--- config.mk ---
export PLATFORM = sky130hd
export DESIGN_NAME = fifo_to_com_flat
export DESIGN_NICKNAME = d
export VERILOG_FILES = /design/src/rtl/fifo_to_com_if.sv /design/src/rtl/fifo_to_com.sv /design/src/flat_wrapper.sv
export SDC_FILE = /design/constraint.sdc
export NUM_CORES = 1
export LEC_CHECK = 0
export ABC_AREA = 1
export CORE_UTILIZATION = 48
export DETAILED_ROUTE_END_ITERATION = 8
export GPL_ROUTABILITY_DRIVEN = 0
export GPL_TIMING_DRIVEN = 0
export HOLD_SLACK_MARGIN = 0.02
export PLACE_DENSITY = 0.74
export SLEW_MARGIN = 10
export SYNTH_ARGS = -nofsm -noshare
export SYNTH_HDL_FRONTEND = slang
export SYNTH_SLANG_ARGS = --single-unit
--- constraint.sdc ---
create_clock -name clk -period 1.75 [get_ports clk]
set_clock_uncertainty 0.2 [all_clocks]
set_input_delay 0.4375 -clock clk [delete_from_list [all_inputs] [get_ports clk]]
set_output_delay 0.4375 -clock clk [all_outputs]
set_load 0.05 [all_outputs]
--- src/rtl/fifo_to_com_if.sv ---
// fifo_to_com_if: FIFO read port, UART tx line and status bundle of the FIFO-to-UART transmitter.
interface fifo_to_com_if;
    logic       start;
    logic       fifo_empty;
    logic       fifo_busy;
    logic [7:0] fifo_data;
    logic       fifo_re;
    logic       tx;
    logic       busy;
    logic       finish;
    logic [7:0] crc;
    logic [9:0] byte_count;

    modport master (
        output start, fifo_empty, fifo_busy, fifo_data,
        input  fifo_re, tx, busy, finish, crc, byte_count
    );

    modport slave (
        input  start, fifo_empty, fifo_busy, fifo_data,
        output fifo_re, tx, busy, finish, crc, byte_count
    );
endinterface

--- src/rtl/fifo_to_com.sv ---
// fifo_to_com: drains the byte FIFO as 8N1 UART frames on tx, then appends a CRC-8 (poly 0x07) frame.
module fifo_to_com #(
    parameter int CLKS_PER_BIT = 16
) (
    input logic          clk,
    input logic          reset,
    fifo_to_com_if.slave bus
);
    typedef enum logic [2:0] {IDLE, CHECK, LOAD, SEND, DONE} state_t;

    state_t     state_q, state_d;
    logic [7:0] clk_cnt_q, clk_cnt_d;
    logic [3:0] bit_cnt_q, bit_cnt_d;
    logic [9:0] frame_q, frame_d;
    logic [7:0] crc_q, crc_d, crc_next;
    logic [9:0] cnt_q, cnt_d;
    logic       crc_flag_q, crc_flag_d;
    logic       bit_end;

    function automatic logic [7:0] crc8(input logic [7:0] c, input logic [7:0] b);
        logic [7:0] r;
        r = c ^ b;
        for (int i = 0; i < 8; i++) r = r[7] ? ({r[6:0], 1'b0} ^ 8'h07) : {r[6:0], 1'b0};
        return r;
    endfunction

    assign crc_next = crc8(crc_q, bus.fifo_data);
    assign bit_end  = clk_cnt_q == 8'(CLKS_PER_BIT - 1);

    always_ff @(posedge clk or negedge reset) begin
        if (!reset) begin
            state_q    <= IDLE;
            clk_cnt_q  <= '0;
            bit_cnt_q  <= '0;
            frame_q    <= '1;
            crc_q      <= '0;
            cnt_q      <= '0;
            crc_flag_q <= 1'b0;
        end else begin
            state_q    <= state_d;
            clk_cnt_q  <= clk_cnt_d;
            bit_cnt_q  <= bit_cnt_d;
            frame_q    <= frame_d;
            crc_q      <= crc_d;
            cnt_q      <= cnt_d;
            crc_flag_q <= crc_flag_d;
        end
    end

    // frame_q holds {stop, data, start} and shifts right once per bit, so tx is always bit 0
    always_comb begin
        state_d    = state_q;
        clk_cnt_d  = clk_cnt_q;
        bit_cnt_d  = bit_cnt_q;
        frame_d    = frame_q;
        crc_d      = crc_q;
        cnt_d      = cnt_q;
        crc_flag_d = crc_flag_q;
        case (state_q)
            IDLE: if (bus.start) begin
                crc_d   = '0;
                cnt_d   = '0;
                state_d = CHECK;
            end
            CHECK: if (!bus.fifo_busy) begin
                clk_cnt_d  = '0;
                bit_cnt_d  = '0;
                frame_d    = {1'b1, crc_q, 1'b0};
                crc_flag_d = bus.fifo_empty;
                state_d    = bus.fifo_empty ? SEND : LOAD;
            end
            LOAD: begin
                frame_d = {1'b1, bus.fifo_data, 1'b0};
                crc_d   = crc_next;
                cnt_d   = &cnt_q ? cnt_q : cnt_q + 10'd1;
                state_d = SEND;
            end
            SEND: if (bit_end) begin
                clk_cnt_d = '0;
                bit_cnt_d = bit_cnt_q + 4'd1;
                frame_d   = {1'b1, frame_q[9:1]};
                if (bit_cnt_q == 4'd9) state_d = crc_flag_q ? DONE : CHECK;
            end else begin
                clk_cnt_d = clk_cnt_q + 8'd1;
            end
            DONE:    state_d = IDLE;
            default: state_d = IDLE;
        endcase
    end

    // Outputs decode straight from state so reset forces tx high and fifo_re low without a clock
    assign bus.fifo_re    = state_q == CHECK && !bus.fifo_busy && !bus.fifo_empty;
    assign bus.tx         = state_q == SEND ? frame_q[0] : 1'b1;
    assign bus.busy       = state_q != IDLE;
    assign bus.finish     = state_q == DONE;
    assign bus.crc        = crc_q;
    assign bus.byte_count = cnt_q;
endmodule

--- src/flat_wrapper.sv ---
// flat-port wrapper written by rule: the top's interface ports become plain ports
module fifo_to_com_flat 
#(
    parameter int CLKS_PER_BIT = 16
)
  (clk, reset, bus_start, bus_fifo_empty, bus_fifo_busy, bus_fifo_data, bus_fifo_re, bus_tx, bus_busy, bus_finish, bus_crc, bus_byte_count);
  fifo_to_com_if bus_i ();
  input logic clk;
  input logic reset;
  input wire logic [$bits(bus_i.start)-1:0] bus_start;
  input wire logic [$bits(bus_i.fifo_empty)-1:0] bus_fifo_empty;
  input wire logic [$bits(bus_i.fifo_busy)-1:0] bus_fifo_busy;
  input wire logic [$bits(bus_i.fifo_data)-1:0] bus_fifo_data;
  output wire logic [$bits(bus_i.fifo_re)-1:0] bus_fifo_re;
  output wire logic [$bits(bus_i.tx)-1:0] bus_tx;
  output wire logic [$bits(bus_i.busy)-1:0] bus_busy;
  output wire logic [$bits(bus_i.finish)-1:0] bus_finish;
  output wire logic [$bits(bus_i.crc)-1:0] bus_crc;
  output wire logic [$bits(bus_i.byte_count)-1:0] bus_byte_count;
  assign bus_i.start = bus_start;
  assign bus_i.fifo_empty = bus_fifo_empty;
  assign bus_i.fifo_busy = bus_fifo_busy;
  assign bus_i.fifo_data = bus_fifo_data;
  assign bus_fifo_re = bus_i.fifo_re;
  assign bus_tx = bus_i.tx;
  assign bus_busy = bus_i.busy;
  assign bus_finish = bus_i.finish;
  assign bus_crc = bus_i.crc;
  assign bus_byte_count = bus_i.byte_count;
  fifo_to_com #(.CLKS_PER_BIT(CLKS_PER_BIT)) u_core (.clk(clk), .reset(reset), .bus(bus_i));
endmodule
=== Yosys cells after proc, flatten, opt, wreduce, memory -nomap -nowiden ===
Cells that the tools add are included.

* Logic and storage cells: 78
* Bits of input ports: 13
* Register bits after elaboration: 44
* Output and inout port bits: 22

* Eq/ne operators: 11
* Bitwise gates (word level): 10
* Muxes and demuxes: 30
* $add $sub $neg: 3
* Reductions and logical operators: 17

{| class="wikitable"
|+ Operators with widths
! cell !! count
|-
| 10-bit 2-to-1 mux || 4
|-
| 3-bit 2-to-1 mux || 13
|-
| 8-bit case mux with 2 select lines || 2
|-
| 10-bit case mux with 3 select lines || 1
|-
| 8-bit 2-to-1 mux || 3
|-
| 3-bit NOT || 8
|-
| 10-bit case mux with 2 select lines || 1
|-
| 3-bit case mux with 4 select lines || 1
|-
| 10-bit by 1-bit adder with 10-bit output (second input constant) || 1
|-
| 10-bit AND reduction || 1
|-
| 3-bit AND reduction || 3
|-
| 8-bit by 1-bit adder with 8-bit output (second input constant) || 1
|-
| 8-bit by 4-bit equality test with 1-bit output (second input constant) || 1
|-
| 4-bit 2-to-1 mux || 2
|-
| 4-bit case mux with 2 select lines || 1
|-
| 8-bit bitwise XOR || 1
|-
| 3-bit by 2-bit equality test with 1-bit output (second input constant) || 2
|-
| 2-bit inequality test (second input constant) || 3
|-
| 2-bit AND reduction || 3
|-
| 3-bit nonzero test || 2
|-
| 4-bit by 1-bit adder with 4-bit output (second input constant) || 1
|-
| 4-bit equality test (second input constant) || 1
|-
| 2-bit by 1-bit inequality test with 1-bit output (second input constant) || 2
|-
| 4-bit AND reduction || 1
|-
| 8 further kinds || 12
|}

=== Logic depth before layout (Yosys ltp) ===
* Word-level depth: 18
* Gate-level depth with buffers: 10
* Mapped depth without buffers: 10

=== Worst setup path before layout ===
Ideal clock, no wire load.

* Path kind: flip-flop to output port
* Start: register u_core.state_q[1]
* End: output bus_fifo_re
* Cell stages (with the launch flop): 8
* Slack: -541 ps
* Data required time: 1112 ps
* Arrival: 1653 ps
* Path buffers: 0
* Cell sequence: dfrtp_1 -> inv_1 -> nand2_1 -> nor2_2 -> inv_1 -> nor2_2 -> inv_1 -> nor2_1

* Word-level cells in the longest chain between the ends: 3

{| class="wikitable"
|+ RTL lines
! element !! RTL line !! RTL
|-
| start: declaration || fifo_to_com.sv:11 || <nowiki>state_t state_q, state_d;</nowiki>
|-
| start signal: assignment || fifo_to_com.sv:40 || <nowiki>state_q <= state_d;</nowiki>
|-
| 3-bit by 1-bit equality test with 1-bit output || fifo_to_com.sv:92 || <nowiki>assign bus.fifo_re = state_q == CHECK && !bus.fifo_busy && !bus.fifo_empty;</nowiki>
|-
| 1-bit logical AND (2 in a row) || fifo_to_com.sv:92 ||
|-
| end: declaration || flat_wrapper.sv:14 || <nowiki>output wire logic [$bits(bus_i.fifo_re)-1:0] bus_fifo_re;</nowiki>
|}

Every way passes these cells.

=== Worst setup path after layout ===
* Start: register u_core.state_q[0]
* End: output bus_busy

* Word-level cells in the longest chain between the ends: 1

{| class="wikitable"
|+ RTL lines
! element !! RTL line !! RTL
|-
| 3-bit nonzero test || fifo_to_com.sv:94 || <nowiki>assign bus.busy = state_q != IDLE;</nowiki>
|-
| end: declaration || flat_wrapper.sv:16 || <nowiki>output wire logic [$bits(bus_i.busy)-1:0] bus_busy;</nowiki>
|}

Every way passes these cells.

==> impl_metrics.toml <==
[routing]
vias = 2607
drt_wl_total_microns = 6840
avgViaCountPerCell = 5.27
drt_iter0_markers = 207
ant_nets = 0
firstDrtPassIters = 5
drc = 0
post_drt_wl_per_cell_microns = 13.8

[finish]
drive_gt1_share_pct = 30.1
synthToLayoutAreaGrowth_pct = 34.5
final_cell_mix = "nand2_1 (105), inv_1 (42), nand3_1 (28), buf_4 (26), dfrtp_1 (23)"
diodes = 0
fin_nets = 441
final_common_cell = "nand2_1"
final_core_util_pct = 68.3

[synth]
yosys_most_used_dff = "dfrtp_1"
ys_types = 33
avgSynthCellArea_sq_um = 7.42
synth_nets = 371
synth_edf_count = 0
async_flop_share_pct = 100
yosysWarnings = 0
netlist_area_sq_um = 2630
synth_seq_area_share_pct = 41.4
ys_seq_elements = 43
synth_cells = 354

[global_routing]
grt_start_max_net_pins = 34
antenna_found_initial = 0
grt_overflow = 0
grt_first_pass_wirelength_microns = 10900
grt_pass1_vias = 2383
grt_usage_pct = 23.4

[critical_path]
worstPathRequired_ps = 1110
crit_type = "reg -> out"
worst_setup_path_end_kind = "output pin"
timing.rr.end = "u_core.bus.byte_count[5]"
arrival_ps = 1420
cp-start-kind = "flop"
crit_fanout = 3
reg2reg_from = "u_core.state_q[0]"
r2r_slack_ps = -240
ff2ff_path_depth = 12

[die]
pin_count = 35
die_x_microns = 76.0
start_util_pct = 50.7
std_cell_rows = 26
core-area_sq_um = 5170
dieArea_sq_um = 5770
die_h_microns = 76.0

[power]
ir_drop_uv = 512
p_per_area_nw_per_um2 = 548
leakage_nw = 1.72
finalPower_w = 0.00193

[min_path]
whs_path_depth = 2
hp-start = "u_core.frame_q[0]"
hp-class = "reg -> reg"
hold_end = "u_core.frame_q[0]"

[clock_tree]
cts.sink_count = 43
cts.reportedPaths.clkPinSlew_ps = 80
htree_levels = 2
cts_tree = "built"
cts_root_buffer = "clkbuf_8"
cts_buffers = 5
clk_latency_ps = 300
clockBufferDepth = 2

[sta]
layout_worst_path_cycle_share_pct = 118
tightest_slew_ps = 290
slew_headroom_pct = 80.7
finalSetupViolCount = 18
layout_setup_ws_ps = -308
maxSlewViolCount = 0
rsz0062_at_grt = "true"
final_hold_viol_count = 0
tns_ps = -2850
fmax_ghz = 0.486
period_needed_ps = 2060

[outcome]
status = "complete, but fails checks"
failed_checks = "negative setup slack"

[place]
io_buffers = 34
hpwl_microns = 4450

[job]
drv_cap = 0
[cells in the mapped netlist (5+ instances only)]
library cell  number  area share [%]
a21oi_1           16             3.1
dfrtp_1           34              32
dfstp_2            9             9.0
inv_1             48             6.9
nand2_1          111              16
nand3_1           28             5.3
nand4_1            5             1.2
nor2_1            21             3.0
nor2_4             5             2.1
o21ai_0           17             3.2
o22ai_1           10             2.4
xnor2_1            5             1.7
xor2_1             6             2.0
[routing by layer]
layer | GRT usage [%] | up-vias | wire length (microns) | part of all wire [%]
met5 | 0 | - | 0 | 0
met4 | 8.85 | 0 | 83 | 1.2
met3 | 3.73 | 9 | 318 | 4.7
met2 | 38.2 | 71 | 3380 | 49
met1 | 31.4 | 1232 | 3050 | 45
li1 | - | 1295 | - | -
[state kept, by name (all words and copies together), names as in the netlist]
name,flops
u_core.bus.byte_count,10
u_core.frame_q,9
u_core.bus.crc,8
u_core.clk_cnt_q,8
u_core.bit_cnt_q,4
u_core.state_q,3
u_core.crc_flag_q,1
[through the flow]
step / worst slack [ps] / hold slack [ps] / area [sq um] / std cells
3_5_place_dp: -935 / 139 / 3120 / 459
5_1_grt: -399 / 325 / 3530 / 495
2_1_floorplan: -90.1 / -58.1 / 2680 / 354
4_1_cts: -281 / 299 / 3390 / 487
3_3_place_gp: -1310 / 277 / 3110 / 458
6_report: -308 / 297 / 3530 / 495
[timing repair]
item	in CTS	in global routing
pin swaps	9	6
gates cloned	0	1
hold buffers	1	0
buffers inserted	19	7
endpoints found under the hold margin	10	0
setup endpoints to repair	50	44
gates resized for setup	108	37
[kinds of logic (layout without fill, tap and decap cells)]
group	Yosys count	after routing	synth area share [%]
AO/OA/AOI/OAI	55	55	12.3
XOR/XNOR	11	11	3.67
adder cells (fa/ha/maj)	4	4	1.91
buffers and inverters	55	126	9.06
flip-flops	43	43	41.4
AND/OR/NAND/NOR	186	186	31.6
[report_power, final]
part           leakage [nW]  switching [W]  internal [W]
Sequential            0.486     0.00000179      0.000996
Combinational          1.18      0.0000946     0.0000622
Clock                0.0524       0.000352      0.000428
[final cells by class]
| class | count | area, sq um |
|---|---|---|
| Fill cell | 409 | 1640 |
| Multi-Input combinational cell | 256 | 1450 |
| Sequential cell | 43 | 1100 |
| Timing Repair Buffer | 63 | 531 |
| Inverter | 50 | 190 |
| Tap cell | 70 | 87.6 |
| Clock buffer | 7 | 76.3 |
| Buffer | 5 | 63.8 |
| Clock inverter | 1 | 30.0 |
[critical path, stage by stage, from the launching register on]
cell	delay [ps]
dfrtp_1	420
buf_4	150
inv_2	60
nand2_1	140
nor2_4	140
inv_1	70
buf_6	150
[how the worst max path moves through the flow]
stage	to	depth (start not counted)	slack (ps)	from
after floorplan	bus_fifo_re	7	-90	u_core.state_q[1]
after global placement	u_core.bus.byte_count[0]	1	-1310	reset
after detailed placement	bus_fifo_re	5	-930	bus_fifo_busy
after CTS	bus_fifo_re	8	-280	u_core.state_q[1]
after global routing	bus_fifo_re	8	-400	u_core.state_q[1]
final	bus_busy	6	-310	u_core.state_q[0]
(Power assumes the default switching activity.)
